**src/rtl/data_mem_arb_pkg.sv**
```systemverilog
// data_mem_arb_pkg: shared state encoding, port indices and word geometry
// for data_mem_arbiter and its winner-select sub-block.
package data_mem_arb_pkg;
   typedef enum logic [1:0] {IDLE = 2'd0, ACCESS = 2'd1, DONE = 2'd2} stateT;
   localparam logic PORT_CPU = 1'b0;
   localparam logic PORT_DBG = 1'b1;
   localparam int WORD_BYTES = 3;
endpackage

```
**src/rtl/data_mem_arb_select.sv**
```systemverilog
// arb2_select: two-port winner selection. With ARB_ROUND_ROBIN_EN defined a
// contention goes to the port that did not win last; otherwise port 0 always wins.
module arb2_select
   import data_mem_arb_pkg::*;
(
   input  logic Req0,
   input  logic Req1,
   input  logic LastGrant,
   output logic GrantIdx,
   output logic Valid
);
   assign Valid = Req0 | Req1;
`ifdef ARB_ROUND_ROBIN_EN
   assign GrantIdx = (Req0 & Req1) ? ~LastGrant : (Req0 ? PORT_CPU : PORT_DBG);
`else
   logic unusedLastGrant;
   assign unusedLastGrant = LastGrant;
   assign GrantIdx = Req0 ? PORT_CPU : PORT_DBG;
`endif
endmodule

```
**src/rtl/data_mem_arbiter.sv**
```systemverilog
// data_mem_arbiter: shares one data memory between CPU (port 0) and debug/DMA (port 1),
// one access per IDLE->ACCESS->DONE pass. Define ARB_ROUND_ROBIN_EN for round-robin contention.
module data_mem_arbiter
   import data_mem_arb_pkg::*;
#(
   parameter int MEM_BYTES  = 128,
   parameter int WORD_BYTES = data_mem_arb_pkg::WORD_BYTES
) (
   input  logic        Clock,
   input  logic        Reset,
   input  logic        Req0,
   input  logic        Req1,
   input  logic        Write0,
   input  logic        Write1,
   input  logic [23:0] Addr0,
   input  logic [23:0] Addr1,
   input  logic [23:0] WData0,
   input  logic [23:0] WData1,
   output logic        Ack0,
   output logic        Ack1,
   output logic        Err0,
   output logic        Err1,
   output logic [23:0] RData0,
   output logic [23:0] RData1,
   output logic [23:0] MemAddress,
   output logic [23:0] MemWriteData,
   output logic        MemWrite,
   output logic        MemRead,
   input  logic [23:0] MemReadData
);
   localparam logic [23:0] MAX_ADDR = 24'(MEM_BYTES - WORD_BYTES);
   stateT state, stateNext;
   logic grantIdx, grantValid, grantNow, lastGrant;
   logic curIdx, curWrite, curErr;
   logic [23:0] curAddr, curWData, selAddr;

   arb2_select uSelect (
      .Req0(Req0),
      .Req1(Req1),
      .LastGrant(lastGrant),
      .GrantIdx(grantIdx),
      .Valid(grantValid)
   );

   assign grantNow = (state == IDLE) && grantValid;
   assign selAddr  = grantIdx ? Addr1 : Addr0;

`ifdef ARB_ROUND_ROBIN_EN
   always_ff @(posedge Clock or posedge Reset) begin
      if (Reset) lastGrant <= PORT_DBG;
      else if (grantNow) lastGrant <= grantIdx;
   end
`else
   assign lastGrant = PORT_DBG;
`endif

   always_ff @(posedge Clock or posedge Reset) begin
      if (Reset) state <= IDLE;
      else state <= stateNext;
   end

   always_comb begin
      stateNext    = grantNow ? ACCESS : (state == ACCESS) ? DONE : IDLE;
      MemAddress   = (state == ACCESS) ? curAddr : '0;
      MemWriteData = (state == ACCESS) ? curWData : '0;
      MemWrite     = (state == ACCESS) & curWrite & ~curErr;
      MemRead      = (state == ACCESS) & ~curWrite & ~curErr;
      Ack0         = (state == DONE) & (curIdx == PORT_CPU);
      Ack1         = (state == DONE) & (curIdx == PORT_DBG);
      Err0         = Ack0 & curErr;
      Err1         = Ack1 & curErr;
   end

   // Range is judged once at grant, so strobe suppression and Err always agree.
   always_ff @(posedge Clock or posedge Reset) begin
      if (Reset) begin
         curIdx   <= PORT_CPU;
         curWrite <= 1'b0;
         curErr   <= 1'b0;
         curAddr  <= '0;
         curWData <= '0;
         RData0   <= '0;
         RData1   <= '0;
      end else begin
         if (grantNow) begin
            curIdx   <= grantIdx;
            curWrite <= grantIdx ? Write1 : Write0;
            curAddr  <= selAddr;
            curWData <= grantIdx ? WData1 : WData0;
            curErr   <= selAddr > MAX_ADDR;
         end
         if (state == ACCESS && !curWrite && curIdx == PORT_CPU) RData0 <= curErr ? '0 : MemReadData;
         if (state == ACCESS && !curWrite && curIdx == PORT_DBG) RData1 <= curErr ? '0 : MemReadData;
      end
   end
endmodule

```
**config.mk**
```make
export PLATFORM = sky130hd
export DESIGN_NAME = data_mem_arbiter
export DESIGN_NICKNAME = d
export VERILOG_FILES = /design/src/rtl/data_mem_arb_pkg.sv /design/src/rtl/data_mem_arb_select.sv /design/src/rtl/data_mem_arbiter.sv
export SDC_FILE = /design/constraint.sdc
export NUM_CORES = 1
export LEC_CHECK = 0
export CORE_UTILIZATION = 41
export DETAILED_ROUTE_END_ITERATION = 7
export PLACE_DENSITY = 0.82
export SETUP_SLACK_MARGIN = 0.02
export SKIP_LAST_GASP = 1
export SYNTH_ARGS = -nofsm -noshare
export SYNTH_HDL_FRONTEND = slang
export SYNTH_HIERARCHICAL = 1
export SYNTH_SLANG_ARGS = --single-unit
```
**constraint.sdc**
```tcl
create_clock -name Clock -period 3.5 [get_ports Clock]
set_input_delay 0.35 -clock Clock [delete_from_list [all_inputs] [get_ports Clock]]
set_output_delay 0.35 -clock Clock [all_outputs]
set_load 0.005 [all_outputs]
```
==> results_dict.tcl, run 1 <==
set metrics [dict create \
    swShare_pct 33.0 \
    rsz0062_at_grt "false" \
    timing.fmax_mhz 404 \
    nets 828 \
    comb_power_share_pct 44.9 \
    r2r-end "curIdx" \
    use_met3_pct 5.99 \
    clkSinkCount 101 \
    post-route-min-period_ns 2.47 \
    cts_resized 0 \
    antenna_found_initial 0 \
    end_kind "primary output" \
    tightest_slew_ns 0.706 \
    cts-root-buf "clkbuf_16" \
    use_met2_pct 40.5 \
    slew_headroom_pct 52.8 \
    seq_power_share_pct 37.5 \
    drv_slew 0 \
    fin_tns_setup_ns 0 \
    synthesis.nets 616 \
    top_usage_layer "met2" \
    drt_iter0_drc 274 \
    min_period_over_period_pct 70.7 \
    switchingPower_mw 1.78 \
    critPathLaunchType "flip-flop" \
    cts_tree "built" \
    clk_latency_ns 0.34 \
    maxCapViolations 0 \
    die_y_um 110 \
    arrival_ns 2.12 \
    fill_cells 885 \
    power.share.clock_pct 17.7 \
    cp_max_fo 49 \
    clk_pin_slew_ns 0.07 \
    rr_startpoint "state[0]" \
    core_um2 11100 \
    grt_max_degree 60 \
    holdBufCountCts 0 \
    gp_congestion 0.813 \
    die_x_um 110 \
    ios 228 \
    area.sequential_um2 2530 \
    wire_per_inst_um 16.1 \
    outcome "finished, final reports clean" \
    power.density_nw_per_um2 731 \
    intPower_mw 3.62 \
    multi_input_area_um2 2040 \
    track_usage_pct 22.8 \
    synth.avg_cell_area_um2 9.69 \
    required_ns 3.15 \
    hpwl_um 10100 \
    hold_slack_ns 0.437 \
    yosys_warnings 6 \
    cp_cell_sequence "nand2b_4 > inv_1 > buf_4 > and2_1 > clkdlybuf4s50_1" \
    grt.overflow.total 0 \
    numCtsBuffers 9 \
    vias_per_cell 5.10 \
    antenna_cells 0 \
    routed_wl_um 13600 \
    worstSetupPathType "flip-flop to primary output" \
    htreeDepth 3 \
    syn_area_um2 4750 \
    dieArea_um2 12000 \
    setup_violations 0 \
    area_growth_pct 55.4 \
    p_leak_nw 3.07 \
    worstRegToRegCells 3 \
    ir_drop_uv 422 \
    r2r_slack_ns 1.95 \
    grt_pass1_vias 4321 \
    hold_path.class "input port to asynchronous set/reset pin" \
    post-cts-setup-buffers 0 \
    critPathMaxStageDelay_ns 0.52 \
    portBuffers 227 \
    num_vias 4323 \
    drive_gt1_share_pct 4.38 \
    std_cell_rows 38 \
    slowest_stage "clkdlybuf4s50_1" \
    finClkSkew_ns 0.00676 \
    drcViolationCount 0 \
    initial_utilization_pct 42.8 \
    finalHoldViolCount 0 \
    clockBufferDepth 2 \
    detail-route-antenna-nets 0 \
    drt_pre_antenna_iters 4 \
    grt_pass1_wl_um 20800 \
    postSynthCellCount 490 \
    grtUsageMet1_pct 26.3 \
]
-- stage by stage --
step	util (%)	total power [mW]	area, um2	std cells	setup WS [ns]
5_1_grt	66.6	5.79	7380	847	0.903
2_1_floorplan	-	3.03	4750	490	0.503
6_report	66.6	5.40	7380	847	1.03
3_5_place_dp	64.0	4.47	7090	831	1.21
4_1_cts	66.6	5.45	7380	847	0.989
3_3_place_gp	64.0	4.38	7090	831	1.28
-- power by group through the flow --
stage	registers (mW)	clock network, mW	logic [mW]
floorplan	1.99	0	1.04
global placement	2.01	0	2.36
detailed placement	2.04	0	2.43
CTS	2.03	0.976	2.45
global route	2.09	1.03	2.67
finish	2.02	0.953	2.42
-- sequential cells by signal, indices dropped and copies added (netlist names) --
name	count
RData1	24
curErr	1
curAddr	24
RData0	24
curIdx	1
curWData	24
curWrite	1
state	2
-- layer usage --
| metal | wire length, um | share of wire (%) |
|---|---|---|
| met3 | 1160 | 8.5 |
| met2 | 6900 | 51 |
| met5 | 0 | 0 |
| met1 | 5300 | 39 |
| met4 | 252 | 1.9 |
-- how the worst max path moves through the flow --
stage / startpoint / endpoint / cells past startpoint
5_1_grt: state[1] / MemAddress[5] / 5
2_1_floorplan: Reset / RData0[0] / 1
6_report: state[1] / MemWriteData[11] / 5
4_1_cts: state[1] / MemWriteData[11] / 5
3_3_place_gp: Req0 / curErr / 5
3_5_place_dp: Req0 / curErr / 6
-- cell type report --
| class | count | area share, % |
|---|---|---|
| well taps | 140 | 2.37 |
| flip-flops and latches | 101 | 34.3 |
| clock buffers | 10 | 3.10 |
| inverters | 3 | 0.187 |
| repair buffers | 236 | 31.7 |
| clock inverters | 6 | 0.763 |
| multi-input cells | 351 | 27.6 |
-- worst max-delay path, delay by kind of cell (launching register included) --
family	cells	cell delay, ns
buffers and inverters	3	0.99
DFF	1	0.42
and+or+nand+nor	2	0.37
-- cell usage in the layout (no fill, tap or decap), types with 2 or more instances in the layout --
| cell | instances |
|---|---|
| clkdlybuf4s50_1 | 227 |
| nor3_1 | 3 |
| inv_8 | 2 |
| a21oi_1 | 49 |
| o22ai_1 | 2 |
| mux2i_1 | 49 |
| nand2_1 | 51 |
| o21ai_1 | 18 |
| o21ai_0 | 29 |
| nand2b_1 | 24 |
| nand4_1 | 4 |
| clkbuf_16 | 9 |
| buf_4 | 9 |
| nor4_1 | 3 |
| dfrtp_1 | 101 |
| nor2_1 | 55 |
| clkinv_4 | 3 |
| and2_1 | 49 |
| nor2b_1 | 2 |
(Power assumes the default switching activity.)
==> inputs of run 2 (changes only) <==
Settings changed: CORE_UTILIZATION 41 to 37, PLACE_DENSITY 0.82 to 0.78.
Clock period 3.5 ns to 2 ns, I/O delays scaled along.
==> run 2 against run 1 <==
Compared with the run above: the flow now finishes with violations (negative setup slack); highest routed layer unchanged; worst hold slack got worse by 0.12 ns; critical path depth increased by 1; flip-flop and latch count unchanged; non-clock buffer count increased by 18; worst setup slack got worse by 1.0 ns; wire length increased by 2.7%; power increased by 80%; core utilization decreased by 5.2 points; clock power increased by 71%; count of clock-buffer cells in the layout increased by 1; combinational power increased by 89%; largest power group unchanged.
==> results_dict.tcl, run 2 (synthesis results as in run 1) <==
set metrics [dict create \
    tightest_slew_ns 0.589 \
    min_period_over_period_pct 101 \
    cts_tree "built" \
    layout_common_cells "clkdlybuf4s50_1, dfrtp_1, nor2_1, nand2_1" \
    intPower_mw 6.56 \
    p_leak_nw 3.76 \
    rsz0062_at_grt "true" \
    timing.fmax_mhz 496 \
    mostFrequentLayoutCell "clkdlybuf4s50_1" \
    htreeDepth 3 \
    finalHoldViolCount 0 \
    grt_pass1_vias 4308 \
    drive_gt1_share_pct 8.00 \
    numCtsBuffers 9 \
    std_cell_rows 41 \
    drt_iter0_drc 256 \
    finalPower_mw 9.71 \
    grt_pass1_wl_um 21400 \
    worstSetupPathType "flip-flop to primary output" \
    drv_slew 0 \
    nets 846 \
    power.share.clock_pct 16.8 \
    wire_per_inst_um 15.6 \
    vias_per_cell 4.84 \
    holdBufCountCts 0 \
    swShare_pct 32.5 \
    detail-route-antenna-nets 0 \
    ir_drop_uv 611 \
    core_um2 12600 \
    drt_pre_antenna_iters 5 \
    hpwl_um 10300 \
    gp_congestion 0.886 \
    antenna_found_initial 0 \
    die_y_um 115 \
    routed_wl_um 14000 \
    cp_max_fo 8 \
    arrival_ns 1.82 \
    r2r_slack_ns 0.34 \
    die_x_um 115 \
    violations "negative setup slack" \
    post-route-min-period_ns 2.02 \
    clk_pin_slew_ns 0.07 \
    maxCapViolations 0 \
    area_growth_pct 62.5 \
    outcome "finished with violations" \
    grt_max_degree 54 \
    slew_headroom_pct 60.7 \
    required_ns 1.80 \
    clockBufferDepth 2 \
    setup_violations 2 \
    cts-root-buf "clkbuf_16" \
    ios 228 \
    antenna_cells 0 \
    num_vias 4338 \
    finClkSkew_ns 0.00906 \
    track_usage_pct 21.0 \
    r2r-end "RData1[3]" \
    end_kind "primary output" \
    seq_power_share_pct 36.1 \
    rr_startpoint "state[0]" \
    comb_power_share_pct 47.1 \
    grt.overflow.total 0 \
    portBuffers 227 \
    drcViolationCount 0 \
    worstRegToRegCells 7 \
    clk_latency_ns 0.33 \
    power.density_nw_per_um2 1260 \
    critPathLaunchType "flip-flop" \
    dp_slack_ns 0.193 \
    clkSinkCount 101 \
    layout_setup_ws_ns -0.0169 \
    hold_path.class "input port to asynchronous set/reset pin" \
    initial_utilization_pct 37.8 \
    dieArea_um2 13300 \
    switchingPower_mw 3.15 \
]
==> run 2: worst max-delay path, cell delays in order (launching register included) <==
cell	delay, ns
dfrtp_1	0.38
nand2b_4	0.15
clkinvlp_4	0.09
buf_6	0.12
buf_16	0.11
and2_1	0.13
clkdlybuf4s50_1	0.49
==> run 2: how the worst max path moves through the flow <==
stage                        start        endpoint  slack, ns  cells after the start
final                     state[1]  MemAddress[18]      -0.02                      6
after global routing      state[1]  MemAddress[16]       -0.1                      6
after CTS                 state[1]   MemAddress[3]      -0.12                      6
after detailed placement  state[1]  MemAddress[21]       0.19                      5
after global placement        Req0          curErr       0.20                      5
after floorplan              Reset       RData0[0]       0.60                      1
==> run 2: per-layer routing <==
layer,share of wire [%],track usage (%),up-vias
met5,0,0,-
met4,1.3,7.01,0
met3,5.7,4.80,16
met2,52,38.2,145
met1,41,24.3,2072
li1,-,-,2105
==> run 2: metrics by stage <==
stage               instances  utilization (%)  area [um2]  hold slack [ns]  setup TNS [ns]
floorplan                 490                -        4750            0.358               0
global placement          867             57.4        7210            0.461               0
detailed placement        867             57.4        7210            0.465               0
CTS                       893             60.6        7620            0.324           -1.60
global route              897             61.3        7710            0.329          -0.231
finish                    897             61.3        7710            0.316         -0.0260
==> run 2: what timing repair did <==
item,CTS,global route
resized for setup,26,46
endpoints found under the setup margin,51,41
buffers inserted,8,4
cloned,2,0
==> run 2: cell type report <==
cell class	count	area (um2)
Clock inverter	5	35.0
Tap cell	172	215
Inverter	3	18.8
Sequential cell	101	2530
Multi-Input combinational cell	351	2040
Fill cell	1074	4860
Clock buffer	11	243
Timing Repair Buffer	254	2630
==> run 2: power by group through the flow <==
stage	Combinational, mW	Clock, mW	Sequential, mW
global route	5.02	1.77	3.62
global placement	4.27	0	3.51
finish	4.58	1.63	3.50
CTS	4.66	1.67	3.51
detailed placement	4.40	0	3.55
floorplan	1.81	0	3.48
